==> config.mk <==
export PLATFORM = sky130hd
export DESIGN_NAME = stopwatch_counter
export DESIGN_NICKNAME = d
export VERILOG_FILES = /design/src/rtl/stopwatch_counter_pkg.sv /design/src/rtl/stopwatch_counter_bcd_mod60_counter.sv /design/src/rtl/stopwatch_counter.sv
export SDC_FILE = /design/constraint.sdc
export NUM_CORES = 1
export LEC_CHECK = 0
export BUFFER_PORTS_ARGS = -buffer_cell sky130_fd_sc_hd__clkbuf_2
export CAP_MARGIN = 20
export CORE_UTILIZATION = 50
export CTS_CLUSTER_SIZE = 24
export DETAILED_ROUTE_END_ITERATION = 8
export GPL_ROUTABILITY_DRIVEN = 0
export PLACE_DENSITY_LB_ADDON = 0.1
export SLEW_MARGIN = 5
export SYNTH_ARGS = -nofsm -noshare
export SYNTH_HDL_FRONTEND = slang
export SYNTH_SLANG_ARGS = --single-unit
==> constraint.sdc <==
create_clock -name clk_100mhz -period 2.3 [get_ports clk_100mhz]
set_input_delay 0.46 -clock clk_100mhz [delete_from_list [all_inputs] [get_ports clk_100mhz]]
set_output_delay 0.46 -clock clk_100mhz [all_outputs]
set_load 0.02 [all_outputs]
==> src/rtl/stopwatch_counter_pkg.sv <==
// ============================================================================
// stopwatch_counter_pkg : shared widths, wrap limits, blank-mask bit layout
// Rev 1.0 - initial release
// ============================================================================
`default_nettype none

package stopwatch_counter_pkg;

  localparam int BCD_W       = 4;
  localparam int SEC_MAX_DEF = 59;
  localparam int MIN_MAX_DEF = 59;

  // Bit positions inside blank_mask, shared with the display multiplexer
  localparam int BLANK_MIN_TENS = 3;
  localparam int BLANK_MIN_ONES = 2;
  localparam int BLANK_SEC_TENS = 1;
  localparam int BLANK_SEC_ONES = 0;

  typedef enum logic {
    RUN_PAUSED = 1'b0,
    RUN_ACTIVE = 1'b1
  } run_state_e;

  // Blank the pair of digits belonging to the field being adjusted
  function automatic logic [3:0] blank_mask_for(input logic sel, input logic phase);
    logic [3:0] m;
    m = 4'b0000;
    if (sel) begin
      m[BLANK_SEC_TENS] = phase;
      m[BLANK_SEC_ONES] = phase;
    end else begin
      m[BLANK_MIN_TENS] = phase;
      m[BLANK_MIN_ONES] = phase;
    end
    return m;
  endfunction

endpackage

`default_nettype wire

==> src/rtl/stopwatch_counter_bcd_mod60_counter.sv <==
// ============================================================================
// bcd_mod60_counter : two-digit BCD counter wrapping at MAX, carry out on wrap
// Rev 1.0 - initial release
// ============================================================================
`default_nettype none

module bcd_mod60_counter
  import stopwatch_counter_pkg::*;
#(
  parameter int MAX = 59
) (
  input  logic             clk,
  input  logic             rst_n,
  input  logic             clr,
  input  logic             inc,
  output logic [BCD_W-1:0] tens,
  output logic [BCD_W-1:0] ones,
  output logic             carry
);

  localparam logic [BCD_W-1:0] TENS_MAX = BCD_W'(MAX / 10);
  localparam logic [BCD_W-1:0] ONES_MAX = BCD_W'(MAX % 10);

  logic [BCD_W-1:0] tens_q, tens_d;
  logic [BCD_W-1:0] ones_q, ones_d;
  logic             at_max;

  always_comb begin
    tens_d = tens_q;
    ones_d = ones_q;
    at_max = (tens_q == TENS_MAX) && (ones_q == ONES_MAX);
    if (clr) begin
      tens_d = '0;
      ones_d = '0;
    end else if (inc) begin
      if (at_max) begin
        tens_d = '0;
        ones_d = '0;
      end else if (ones_q == BCD_W'(9)) begin
        tens_d = tens_q + BCD_W'(1);
        ones_d = '0;
      end else begin
        ones_d = ones_q + BCD_W'(1);
      end
    end
  end

  always_ff @(posedge clk or negedge rst_n) begin
    if (!rst_n) begin
      tens_q <= '0;
      ones_q <= '0;
    end else begin
      tens_q <= tens_d;
      ones_q <= ones_d;
    end
  end

  assign tens  = tens_q;
  assign ones  = ones_q;
  // A clear wins over the wrap, so no carry escapes into the next field
  assign carry = inc && at_max && !clr;

endmodule

`default_nettype wire

==> src/rtl/stopwatch_counter.sv <==
// ============================================================================
// stopwatch_counter : MM:SS BCD stopwatch with pause, clear and manual adjust
// Optional blink of the adjusted field: define STOPWATCH_BLINK_EN
// Rev 1.0 - initial release
// ============================================================================
`default_nettype none

module stopwatch_counter
  import stopwatch_counter_pkg::*;
#(
  parameter int SEC_MAX = SEC_MAX_DEF,
  parameter int MIN_MAX = MIN_MAX_DEF
) (
  input  logic             clk_100mhz,
  input  logic             rst_n,
  input  logic             tick_1hz,
  input  logic             tick_2hz,
  input  logic             tick_4hz,
  input  logic             pause_btn,
  input  logic             clear_btn,
  input  logic             adj,
  input  logic             sel,
  output logic [BCD_W-1:0] min_tens,
  output logic [BCD_W-1:0] min_ones,
  output logic [BCD_W-1:0] sec_tens,
  output logic [BCD_W-1:0] sec_ones,
  output logic             running,
  output logic [3:0]       blank_mask
);

  run_state_e run_q, run_d;
  logic       sec_inc;
  logic       min_inc;
  logic       sec_carry;
  logic       min_carry_unused;

  always_comb begin
    run_d = run_q;
    if (pause_btn) begin
      run_d = (run_q == RUN_ACTIVE) ? RUN_PAUSED : RUN_ACTIVE;
    end
  end

  always_ff @(posedge clk_100mhz or negedge rst_n) begin
    if (!rst_n) begin
      run_q <= RUN_PAUSED;
    end else begin
      run_q <= run_d;
    end
  end

  assign running = (run_q == RUN_ACTIVE);

  // Tick qualification uses the pre-toggle run state; adjust never carries
  always_comb begin
    sec_inc = 1'b0;
    min_inc = 1'b0;
    if (adj) begin
      sec_inc = tick_2hz && sel;
      min_inc = tick_2hz && !sel;
    end else begin
      sec_inc = running && tick_1hz;
      min_inc = sec_carry;
    end
  end

  bcd_mod60_counter #(.MAX(SEC_MAX)) u_sec (
    .clk   (clk_100mhz),
    .rst_n (rst_n),
    .clr   (clear_btn),
    .inc   (sec_inc),
    .tens  (sec_tens),
    .ones  (sec_ones),
    .carry (sec_carry)
  );

  bcd_mod60_counter #(.MAX(MIN_MAX)) u_min (
    .clk   (clk_100mhz),
    .rst_n (rst_n),
    .clr   (clear_btn),
    .inc   (min_inc),
    .tens  (min_tens),
    .ones  (min_ones),
    .carry (min_carry_unused)
  );

`ifdef STOPWATCH_BLINK_EN
  logic       phase_q, phase_d;
  logic [3:0] blank_mask_q, blank_mask_d;

  always_comb begin
    phase_d      = 1'b0;
    blank_mask_d = 4'b0000;
    if (adj) begin
      phase_d      = phase_q ^ tick_4hz;
      blank_mask_d = blank_mask_for(sel, phase_d);
    end
  end

  always_ff @(posedge clk_100mhz or negedge rst_n) begin
    if (!rst_n) begin
      phase_q      <= 1'b0;
      blank_mask_q <= 4'b0000;
    end else begin
      phase_q      <= phase_d;
      blank_mask_q <= blank_mask_d;
    end
  end

  assign blank_mask = blank_mask_q;
`else
  logic unused_tick_4hz;
  assign unused_tick_4hz = tick_4hz;
  assign blank_mask      = 4'b0000;
`endif

endmodule

`default_nettype wire
# Word-level counts from Yosys, hierarchy flattened
# Index checks and enable logic that the tools add are counted.
# W data, S select, Z words.
dict set report op_classes {
  add_sub_neg 4
  eq_ne 4
  mux 19
  n_reduce_logical 15
}
# op n
set ops {}
lappend ops {{$mux W4} 16}
lappend ops {{$add A4 B1 Y4 const B} 4}
lappend ops {{$eq A4 B3 Y1 const B} 2}
lappend ops {{$eq A4 B4 Y1 const B} 2}
lappend ops {{$logic_and A1 B1 Y1} 7}
lappend ops {{$reduce_bool A3 Y1} 2}
lappend ops {{$reduce_and A2 Y1} 2}
lappend ops {{$reduce_bool A2 Y1} 2}
lappend ops {{$mux W1} 3}
lappend ops {{$logic_not A1 Y1} 2}
dict set report totals {
  reg_bits 17
  inputBits 9
  word_cells 47
}

# Logic depth before layout (Yosys ltp)
# Gate-level depths: netlist of run 1.
dict set report depth {
  ltp_word 7
  mapped_depth 7
  ltp_nobuf 6
}

# Hierarchy
# From an unflattened synthesis of run 1, not the netlist that was laid out.
dict set report unflattened {
  cells_unflattened 111
  area_unflattened_um2 1061.0
}
# mod n_inst cells_per_inst area_each_um2
set modules_own_cells {}
lappend modules_own_cells {bcd_mod60_counter 2 49 483.0}
lappend modules_own_cells {stopwatch_counter 1 13 95.1}

# Worst setup path after synthesis of run 1
# Ideal clock, no wire load.
dict set report synth_path {
  path_type {reg-to-reg}
  start {register u_sec.tens_q[1] (netlist: u_sec.tens[1])}
  end {register u_sec.tens_q[3] (netlist: u_sec.tens[3])}
  setup_time_ns 0.092
  t_arrival_ns 1.659
  required_ns 2.208
  setup_slack_ns 0.549
  path_stages_with_launch 6
  n_path_buf 0
  period_less_slack_ns 1.751
  path_cell_list {dfrtp_1 inv_1 ha_1 and3b_2 or4_4 o31ai_2}
}
dict set report synth_via {
  elab_chain_len 5
  elab_cells_between_ends 9
  classes_between {1 x add/sub; 1 x eq/ne; 4 x mux; 3 x reduce/logical}
}
# item line
set synth_rtl {}
lappend synth_rtl {{start: declaration} stopwatch_counter_bcd_mod60_counter.sv:24} ;# logic [BCD_W-1:0] tens_q, tens_d;
lappend synth_rtl {{start signal: assignment} stopwatch_counter_bcd_mod60_counter.sv:53} ;# tens_q <= tens_d;
lappend synth_rtl {{$add A4 B1 Y4 / $eq A4 B3 Y1 (equally long branches)} {stopwatch_counter_bcd_mod60_counter.sv:40, stopwatch_counter_bcd_mod60_counter.sv:31}}
lappend synth_rtl {{$mux W4 / $logic_and A1 B1 Y1 (equally long branches)} {stopwatch_counter_bcd_mod60_counter.sv:39, stopwatch_counter_bcd_mod60_counter.sv:31}}
lappend synth_rtl {{$mux W4} stopwatch_counter_bcd_mod60_counter.sv:36} ;# if (at_max) begin
lappend synth_rtl {{$mux W4} stopwatch_counter_bcd_mod60_counter.sv:35} ;# end else if (inc) begin
lappend synth_rtl {{$mux W4} stopwatch_counter_bcd_mod60_counter.sv:32} ;# if (clr) begin
# Parallel ways exist; a longest one is shown, timed or not. The select of a mux whose other input is x is not followed.
# A chain may end at the register's enable or synchronous reset.

# Worst setup path after layout of run 1
dict set report layout_path {
  start {register u_sec.tens_q[1] (netlist: u_sec.tens[1])}
  end {register u_min.tens_q[2] (netlist: u_min.tens[2])}
}
dict set report layout_via {
  elab_chain_len 7
}
# item line
set layout_rtl {}
lappend layout_rtl {{$eq A4 B3 Y1} stopwatch_counter_bcd_mod60_counter.sv:31} ;# at_max = (tens_q == TENS_MAX) && (ones_q == ONES_MAX);
lappend layout_rtl {{$logic_and A1 B1 Y1} stopwatch_counter_bcd_mod60_counter.sv:31}
lappend layout_rtl {{$logic_and A1 B1 Y1 (2 in a row)} stopwatch_counter_bcd_mod60_counter.sv:61} ;# assign carry = inc && at_max && !clr;
lappend layout_rtl {{$mux W1} stopwatch_counter.sv:58} ;# if (adj) begin
lappend layout_rtl {{$reduce_bool A2 Y1 (no line)} --}
lappend layout_rtl {{$reduce_and A2 Y1 (no line)} --}
lappend layout_rtl {{end signal: assignment} stopwatch_counter_bcd_mod60_counter.sv:53}
lappend layout_rtl {{end: declaration} stopwatch_counter_bcd_mod60_counter.sv:24}
# Every way passes these cells.

==> impl.org, run 1 <==
** Status
- Status :: finished clean

** Synthesis
- Post-synthesis sequential area ratio :: 40.33%
- During synthesis, Yosys emitted a total of 0 warnings.
- Of the total synthesized cell area, the portion taken by full adders, half adders and majority gates is 9.490%.
- Parity-gate share of the synthesized area counting xor and xnor cells :: 0.8304%
- Area fraction in compound gates after synthesis :: 20.05%
- Dividing the synthesized area by the synthesized cell count gives 9.951 sq um.
- Mapped Area :: 1055 sq um
- Syn Inst Count :: 106
- After synthesis, the largest family of logic cells by area is simple AND/OR/NAND/NOR gates.
- Measured against the total synthesized area, the mux share comes to 0%.
- After Yosys synthesis, and, or, nand and nor cells account for 22.06% of the synthesized area.
- The synthesized design contains 17 register bits.
- Counting distinct cell types in the post-synthesis netlist gives 35.

** Finish
- After routing the design area is 1204 sq um.
- Antenna Diode Count :: 0
- Syn-to-layout area delta :: 14.12%
- Multi-input gate area in the final layout :: 568.0 sq um
- In the final layout, the share of cells above drive strength 1 is 28.24%.
- Register cell area after layout :: 425.4 sq um
- The layout has 178 filler cells.
- For this run, the post-layout net count is 149.

** Floorplan
- The region available for standard cell placement spans 1982 sq um.
- For this design the top-level I/O count stands at 30.
- The initial utilization of the core area, before any placement, comes to 53.22%.
- The die is 47.93 microns wide.
- Die Ht :: 47.93 microns
- Total die area :: 2297 sq um
- Std-Cell Rows :: 16

** Worst setup path
- Largest incremental delay on the critical path :: 540 ps
- Slack of the worst reg-to-reg path :: 480 ps
- CP Buf/Inv Count :: 1
- Maximum fanout along the worst path :: 16
- STA puts the critical path data required time at 2520 ps.
- Worst path slowest cell :: or4b_1
- Nature of the critical path startpoint :: register
- STA classifies the critical path endpoint as a register.
- Among cell families on the critical path, the largest total delay comes from simple AND/OR/NAND/NOR gates.
- Ordered list of cells on the worst path :: inv_1 > ha_1 > and3b_2 > a31oi_4 > or4b_1 > a21oi_1
- Setup CP Type :: register to register
- Arrival time of data at the critical path endpoint :: 2040 ps

** Clock network
- Once the clock tree was built, the setup fixing pass inserted 0 buffers.
- CTS built an H-tree with a depth of 1.
- The number of hold buffers added after CTS was 0.
- Number of CTS-inserted buffers :: 3
- Clock tree synthesis selected as its root buffer the cell clkbuf_4.
- TritonCTS built the clock tree.
- Insertion delay to the later sink of the worst-skew pair :: 290 ps
- Clock-pin slew was measured on the worst setup and hold paths at 100 ps.
- In this run the deepest clock path goes through 2 buffers.
- Post-CTS repair changed the size of 0 cells.
- # clock sinks :: 17

** Power and ir drop
- Overall power consumption after layout is estimated at 749.5 uW.
- In this run the static leakage power is 0.0005617 uW.
- Power density of the placed cells :: 622.7 nW/um^2
- Maximum ir drop on the vdd rail :: 0.4624 mV

** STA
- The worst path needs 1822 ps of the cycle, external delays included.
- Hold Worst Slack :: 88.14 ps
- Fin crit share :: 79.22%
- Fmax :: 548.8 MHz
- Clock skew on the completed layout was measured at 1.257 ps.
- Setup repair after global routing left no endpoint under its margin.
- Number of hold violations in the final report :: 0
- Sum of negative setup slack :: 0 ps
- Setup slack after layout :: 477.8 ps
- Fin. max-slew vios :: 0
- Number of endpoints failing setup at the final stage :: 0

** Global route
- Global routing consumed, over all layers together, 21.35% of the routing resources.
- The first global-routing pass estimated 3332 microns of wire.
- Largest net degree at the start of global routing :: 18
- The number of global-route vias before repair was 774.
- Global route overflow :: 0
- Antenna violations before repair :: 0

** Placed design
- Once placement finished, the instance area stood at 1177 sq um.
- The HPWL after detailed placement is 1568 microns.
- OpenSTA, run right after detailed placement, puts the worst setup slack at 500.3 ps.
- Port buffering added 24 buffers.

** Detailed routing
- First-pass DRT Iterations :: 4
- In this run, the number of DRC markers left after iteration 0 of detailed routing was 16.
- In the routed design, unresolved DRC markers number 0.
- Dividing the detail-routed wire length by the instance count gives 13.68 microns.
- Once detail routing completed, the nets flagged for antenna violations numbered 0.
- Via-to-Cell Ratio :: 5.576
- Detailed routing inserted a total of 881 vias.
- Routed wire length :: 2161 microns

** Run
- The tool flagged a number of max-cap violations equal to 0.

** Hold path
- Kind of path behind the tightest hold check :: input pin to async pin
-- per-layer routing --
metal / routed length (microns) / track usage (%) / vias to the layer above
met5: 0 / 0 / -
met4: 44 / 11.11 / 0
met3: 73 / 3.396 / 6
met2: 1034 / 34.32 / 24
met1: 1009 / 27.48 / 421
li1: - / - / 430
-- synthesized netlist by cell type --
cell	count	area, sq um
o2bb2ai_1	1	8.760
a31oi_4	1	21.27
or4b_1	1	10.01
o31ai_2	1	12.51
and3_1	1	6.260
or4_4	1	11.26
o21bai_1	1	7.510
and3b_2	2	20.02
buf_6	1	11.26
buf_4	4	30.03
o31ai_1	5	37.54
clkbuf_1	1	3.750
nor2_2	1	6.260
xor2_1	1	8.760
dfrtp_1	17	425.4
nor3b_1	1	7.510
o21ai_0	11	55.05
a22o_1	1	8.760
a311oi_2	1	15.01
nand2_1	5	18.77
inv_1	6	22.52
nor3_1	1	5.000
or4_1	4	30.03
or3_1	4	25.02
nand2b_1	3	18.77
and2_1	1	6.260
and3b_1	3	26.28
ha_1	8	100.1
a21oi_1	9	45.04
nand3_1	3	15.01
nand3b_1	1	7.510
nand4_1	1	6.260
buf_2	1	5.000
or2_2	2	12.51
conb_1	1	3.750
-- flip-flops by register name, indices dropped and copies added, names as in the netlist --
signal and count:
u_min.ones 4, u_min.tens 4, u_sec.ones 4, u_sec.tens 4
running 1
-- power breakdown --
| part | switching [uW] | internal [uW] | total (uW) |
|---|---|---|---|
| combinational | 129 | 77.5 | 207 |
| clock | 95.4 | 67.6 | 163 |
| sequential | 45.0 | 335 | 380 |
| total | 270 | 480 | 750 |
-- worst register-to-register path, cell delays in order, from the launching register on --
cell and delay (ps):
dfrtp_1 430, inv_1 70, ha_1 120, and3b_2 250, a31oi_4 190, or4b_1 550
a21oi_1 140
-- cell type report --
cell class	instances	share of cell area, %
inverter	6	1.871
timing repair buffer	25	10.60
tap	27	2.807
clock buffer	4	2.183
multi-input combinational	79	47.19
sequential	17	35.34
-- logic make-up after synthesis --
family,Yosys count
AO/OA/AOI/OAI,31
XOR/XNOR,1
adder cells (fa/ha/maj),8
buffers and inverters,13
flip-flops,17
other,1
AND/OR/NAND/NOR,35
-- final timing paths --
check                               from       endpoint  depth (start not counted)
max in group asynchronous          rst_n  u_min.ones[3]                          1
hold reg to reg                  running        running                          1
min in group clk_100mhz        pause_btn        running                          2
hold / removal                     rst_n  u_min.ones[0]                          1
setup reg to reg           u_sec.tens[1]  u_min.tens[2]                          6
setup / recovery           u_sec.tens[1]  u_min.tens[2]                          6
-- placed cells by master (no fill, tap or decap), types with 4 or more instances in the layout --
cell type and instances:
clkbuf_2 24, dfrtp_1 17, o21ai_0 11, a21oi_1 9, ha_1 8, inv_1 6
nand2_1 5, o31ai_1 5, or4_1 4, or3_1 4, conb_1 4
-- through the flow --
step                      utilization, %  cells
after CTS                          60.73    158
after global placement             59.41    154
after global routing               60.73    158
final                              60.73    158
after detailed placement           59.41    154
after floorplan                        -    109
Power figures use the tool's default switching activity.
==> run 2: changes to the inputs <==
Clock period 2.3 ns to 1.8 ns, I/O delays scaled along.
==> impl.org, run 2 (synthesis gave the netlist of run 1 again) <==
** Placed design
- The detailed-placement wirelength estimate is 1667 microns (+6.3%).
- The cell count after placement is 162 (+5.2%).
- The post-placement worst setup slack is 32.09 ps (-468.2 ps).
- Placement-stage cell area :: 1237 sq um (+5.1%)
- IO buf count :: 24 (unchanged)

** Worst setup path
- In this run the critical register-to-register path is launched from u_sec.tens[1].
- Maximum fanout along the worst path :: 7 (-9)
- Largest incremental delay on the critical path :: 540 ps (about the same)
- Worst path slowest cell :: or4b_4
- The required time of the critical path is 2030 ps (-490 ps).
- Critical path endpoint category :: register
- Capture point of the worst path :: u_min.tens[2]
- The worst setup path is launched from a register.
- End of the worst register-to-register path :: u_min.tens[2]
- R2R cell count :: 6 (unchanged)
- Slack of the worst reg-to-reg path :: 80 ps (-400 ps)
- Arrival time of data at the critical path endpoint :: 1960 ps (-80 ps)
- The critical path is of the register to register type.
- The signal on the critical path passes through inv_1 > ha_1 > and3b_2 > a31oi_4 > or4b_4 > a21oi_2.
- Beginning of the critical path :: u_sec.tens[1]

** STA
- Number of hold violations in the final report :: 0 (unchanged)
- Setup Skew :: 2.127 ps (+0.8702 ps)
- Fin crit share :: 95.77% (+17 points)
- Fin. max-slew vios :: 0 (unchanged)
- Setup repair after global routing could not meet its margin everywhere.
- The final critical-path setup slack was 76.12 ps (-401.7 ps).
- Fmax :: 580.1 MHz (+5.7%)
- Final period demand of the worst path :: 1724 ps (-98.29 ps)
- The number of endpoints failing setup at the final stage is 0 (unchanged).

** Detailed routing
- The initial DRC count came to 17 (+1).
- The count of TritonRoute iterations in the first routing pass was 4 (unchanged).
- Number of vias after detailed routing :: 970 (+10%)
- The average vias per placed instance came to 5.607 (+0.56%).
- Number of nets with antenna violations after routing :: 0 (unchanged)
- DRC violations left :: 0 (unchanged)
- WL per Instance :: 14.55 microns (+6.4%)
- Routed wire length :: 2517 microns (+16%)

** Global route
- met2 is the most crowded layer.
- Met3 global-route usage :: 4.528% (+1.1 points)
- The global-route congestion overflow total was 0 (unchanged).
- Antenna violations before repair :: 0 (unchanged)
- Global Route Usage Sum :: 22.95% (+1.6 points)
- Wire length of the first global-routing pass :: 3594 microns (+7.9%)
- The global routing met1 resource utilization is 30.57% (+3.1 points).
- The number of global-route vias before repair is 805 (+4.0%).
- Largest net degree at the start of global routing :: 18 (unchanged)
- The global routing usage on met2 was 34.59% (+0.27 points).

** Clock network
- CTS tree :: built
- The CTS clock-pin slew for the worst setup and hold paths came to 100 ps (about the same).
- The number of clock sinks came to 17 (unchanged).
- The number of buffers created by CTS is 3 (unchanged).
- Insertion delay to the later sink of the worst-skew pair :: 300 ps (about the same)
- The maximum level of the CTS H-tree came to 1 (unchanged).
- The number of buffers on the longest clock path is 2 (unchanged).
- The tree is rooted in a clkbuf_4.

** Floorplan
- The horizontal die dimension came to 47.93 microns (unchanged).
- The initial cell density of the core is 53.22% (unchanged).
- Die Ht :: 47.93 microns (unchanged)
- Std-Cell Rows :: 16 (unchanged)
- The die area came to 2297 sq um (unchanged).
- Core footprint :: 1982 sq um (unchanged)
- Ports placed on the boundary :: 30 (unchanged)

** Status
- Status :: finished clean

** Finish
- Most common library cell in the layout ignoring fill and taps :: clkbuf_2
- Highest-count cells in the layout ignoring fill and taps :: 24 x clkbuf_2, 17 x dfrtp_1, 14 x buf_4, 11 x o21ai_0, 8 x ha_1
- Syn-to-layout area delta :: 28.94%
- Antenna Diode Count :: 0 (unchanged)
- Fraction of final layout cells with drive strength greater than 1 :: 39.73% (+11 points)
- The final-layout fill cell count was 162 (-9.0%).
- Final instance count without filler cells :: 173 (+9.5%)
- The end-of-flow core utilization came to 68.62% (+7.9 points).
- The final layout net count is 164 (+10%).
- The area of all placed cells without fillers was 1360 sq um (+13%).

** Hold path
- Number of instances on the worst hold path :: 2
- Kind of path behind the tightest hold check :: input pin to register

** Power and ir drop
- The total power per unit cell area is 764.7 nW/um^2 (+23%).
- The worst IR drop on VDD came to 0.6792 mV (+47%).
- Leakage :: 0.0006383 uW (+14%)

** Run
- Maxcap violations :: 0 (unchanged)
run 2: timing repair:
| item | 4_1_cts | 5_1_grt |
|---|---|---|
| endpoints found under the setup margin | 0 | 5 |
| gates resized for setup | 0 | 8 |
| setup buffers | 0 | 5 |
| hold buffers | 1 | 0 |
| endpoints found under the hold margin | 8 | 0 |
run 2: how the worst min path moves through the flow:
stage          startpoint            end  slack, ps
2_1_floorplan       rst_n        running         60
3_5_place_dp        rst_n  u_sec.tens[3]        330
5_1_grt         pause_btn        running        230
6_report        pause_btn        running        230
4_1_cts         pause_btn        running        220
3_3_place_gp        rst_n  u_sec.tens[0]        320
run 2: power by group:
| group | internal (uW) | total [uW] | switching [uW] |
|---|---|---|---|
| registers | 428 | 464 | 36.6 |
| logic | 153 | 363 | 210 |
| clock network | 86.4 | 213 | 127 |
run 2: metrics by stage:
| step | hold WS [ps] | power (uW) | setup TNS [ps] |
|---|---|---|---|
| CTS | 223.0 | 1025 | 0 |
| detailed placement | 327.7 | 812.5 | 0 |
| global placement | 319.0 | 794.2 | 0 |
| global route | 232.3 | 1111 | -111.4 |
| floorplan | 64.41 | 665.4 | 0 |
| finish | 227.9 | 1040 | 0 |
run 2: final cells by class:
class                      instances  area, sq um  area share [%]
clock buffer                       4        26.28           1.932
inverter                           6        22.52           1.656
multi-input combinational         80        616.8           45.35
sequential                        17        425.4           31.28
tap                               27        33.78           2.484
timing repair buffer              39        235.2           17.30
run 2: layer usage:
metal,share of wire (%),wire length (microns),vias up
li1,-,-,465
met1,46,1165,462
met2,47,1175,37
met3,4.6,115,6
met4,2.4,61,0
met5,0,0,-
run 2: critical path: cells and delay by family, from the launching register on:
family | cells | cell delay (ps)
compound gates | 2 | 270
simple gates | 2 | 800
fa+ha+maj | 1 | 140
flops | 1 | 390
buf+inv | 1 | 60
==> run 3: changes to the inputs <==
Settings changed: CORE_UTILIZATION 50 to 30.
==> impl.org, run 3 (synthesis gave the netlist of run 1 again) <==
** Clock network
- The maximum level of the CTS H-tree is 1 (unchanged).
- The number of buffers on the longest clock path is 2 (unchanged).
- The number of buffers created by CTS was 3 (unchanged).
- Cell chosen for the clock root :: clkbuf_4
- TritonCTS built the clock tree.
- The clock insertion delay at the later pin of the skew report was 290 ps (about the same).
- Clock input transition at the sequential cells of the worst setup and hold paths :: 110 ps (about the same)
- The number of clock sinks is 17 (unchanged).

** STA
- The number of endpoints failing setup at the final stage is 0 (unchanged).
- Final period demand of the worst path :: 1710 ps (-13.62 ps)
- Setup Skew :: 5.806 ps (+3.679 ps)
- The final worst-path cycle share is 95.01% (-0.76 points).
- The number of max-slew violations in the final report came to 0 (unchanged).
- The hold violation total from the final report is 0 (unchanged).
- The highest attainable clock frequency came to 584.7 MHz (+0.80%).
- Setup repair after global routing could not meet its margin everywhere.

** Detailed routing
- Via-to-Cell Ratio :: 4.817 (-14%)
- The DRC violation count after routing was 0 (unchanged).
- Number of nets with antenna violations after routing :: 0 (unchanged)
- The wire length reported by the detailed router was 2414 microns (-4.1%).
- WL per Instance :: 12.64 microns (-13%)
- Number of vias after detailed routing :: 920 (-5.2%)
- Number of DRC markers in iteration 0 :: 37 (+20)
- The count of TritonRoute iterations in the first routing pass came to 4 (unchanged).

** Finish
- The number of diodes added for antenna fixing came to 0 (unchanged).
- Most common library cell in the layout ignoring fill and taps :: clkbuf_2
- Compared with the post-synthesis result, the final layout area differs by 28.11%.
- The layout cell share with drive strength beyond 1 was 36.55% (-3.2 points).
- Count of filler cells inserted in the layout :: 367 (+130%)
- Final cell area excluding filler cells :: 1351 sq um (-0.64%)
- Post-layout nets :: 163 (-0.61%)
- Highest-count cells in the layout ignoring fill and taps :: 24 x clkbuf_2, 17 x dfrtp_1, 13 x buf_4, 10 x o21ai_0, 8 x ha_1
- Register cell area after layout :: 425.4 sq um (unchanged)
- Multi-input gate area in the final layout :: 591.8 sq um (-4.1%)

** Global route
- Wire length of the first global-routing pass :: 3677 microns (+2.3%)
- The number of antenna violations at the first check in global routing is 0 (unchanged).
- Global route overflow :: 0 (unchanged)
- Global Route Usage Sum :: 13.42% (-9.5 points)
- The pin count of the biggest net entering global routing was 18 (unchanged).
- The number of global-route vias before repair was 813 (+0.99%).

** Power and ir drop
- Post-route total power :: 1031 uW (-0.88%)
- The total power per unit cell area was 762.8 nW/um^2 (-0.24%).
- The static leakage is 0.0006286 uW (-1.5%).
- Maximum ir drop on the vdd rail :: 0.3684 mV (-46%)

** Worst setup path
- Walking the worst path, the cells encountered are inv_1 > ha_1 > and3b_2 > a31oi_4 > or4_1 > a21oi_1.
- The depth of the worst register-to-register path is 6 (unchanged).
- The arrival time reported for the critical path endpoint came to 1930 ps (-30 ps).
- By startpoint and endpoint, the worst setup path is classified as register to register.
- The worst setup path is captured at a register.
- Nature of the critical path startpoint :: register
- In this run the critical register-to-register path is launched from u_sec.tens[1].
- Largest incremental delay on the critical path :: 530 ps (about the same)
- Worst path slowest cell :: or4_1
- Data required, critical path :: 2020 ps (about the same)
- Maximum fanout along the worst path :: 6 (-1)
- End of the worst register-to-register path :: u_min.tens[1]
- Slack of the worst reg-to-reg path :: 90 ps (about the same)

** Status
- Status :: finished clean

** Floorplan
- The vertical die dimension was 61.30 microns (+28%).
- Width of the die :: 61.30 microns (+28%)
- Core footprint :: 3363 sq um (+70%)
- The die area came to 3757 sq um (+64%).
- The count of standard-cell rows came to 21 (+5).
- Starting density of the core :: 31.36% (-22 points)
- Ports placed on the boundary :: 30 (unchanged)

** Run
- Maxcap violations :: 0 (unchanged)

** Hold path
- Hold Path Sink :: running
- The worst hold path belongs to the class input pin to register.
- The number of stages on the worst hold path came to 2 (unchanged).
- The worst hold path begins at pause_btn.

** Placed design
- The count of buffers from port buffering was 24 (unchanged).
- Final HPWL from detailed placement :: 1632 microns (-2.1%)
- Placement-stage cell area :: 1276 sq um (+3.1%)
==> run 3: layout make-up <==
type	count	share of cell area, %
timing repair buffer	38	16.85
clock buffer	4	1.944
sequential	17	31.48
multi-input combinational	80	43.80
tap	46	4.259
inverter	6	1.667
==> run 3: worst max-delay path by stage <==
| stage | from | to | slack (ps) |
|---|---|---|---|
| global placement | adj | u_min.tens[1] | 100 |
| global route | u_sec.tens[1] | u_min.tens[0] | -7 |
| floorplan | u_sec.tens[1] | u_sec.tens[3] | 50 |
| finish | u_sec.tens[1] | u_min.tens[1] | 90 |
| detailed placement | adj | u_min.tens[1] | 90 |
| CTS | u_sec.tens[1] | u_min.tens[1] | 50 |
==> run 3: critical path, delay by kind of cell (launching register included) <==
family	cells	cell delay [ps]
buffers and inverters	1	60
adder cells (fa/ha/maj)	1	130
AND/OR/NAND/NOR	2	790
flip-flops	1	400
AO/OA/AOI/OAI	2	270
==> run 3: metal layers <==
| metal | global-route usage [%] | vias to the layer above | part of all wire [%] |
|---|---|---|---|
| met5 | 0 | - | 0 |
| met4 | 5.844 | 0 | 0.95 |
| met3 | 2.941 | 2 | 3.9 |
| met2 | 21.58 | 21 | 48 |
| met1 | 17.31 | 434 | 48 |
| li1 | - | 463 | - |
==> run 3: report_power, final <==
group	total, uW	switching [uW]	internal [uW]
Combinational	353	204	149
Clock	216	130	86.2
Sequential	461	33.5	428
==> run 3: through the flow <==
stage          util [%]  setup slack [ps]  setup TNS (ps)  cells  hold slack [ps]
6_report          40.18             89.74               0    191            234.2
3_5_place_dp      37.95             92.24               0    183            344.9
2_1_floorplan         -             49.11               0    109            64.41
5_1_grt           40.18            -7.413          -14.03    191            250.1
3_3_place_gp      37.95             98.54               0    183            338.9
4_1_cts           38.73             46.51               0    187            4.316
==> run 3: repair_timing <==
action                                  CTS  global route
hold buffers                              0             1
endpoints found under the setup margin    0             6
setup buffers                             0             2
resized for setup                         0             4
hold endpoints to repair                  0             1
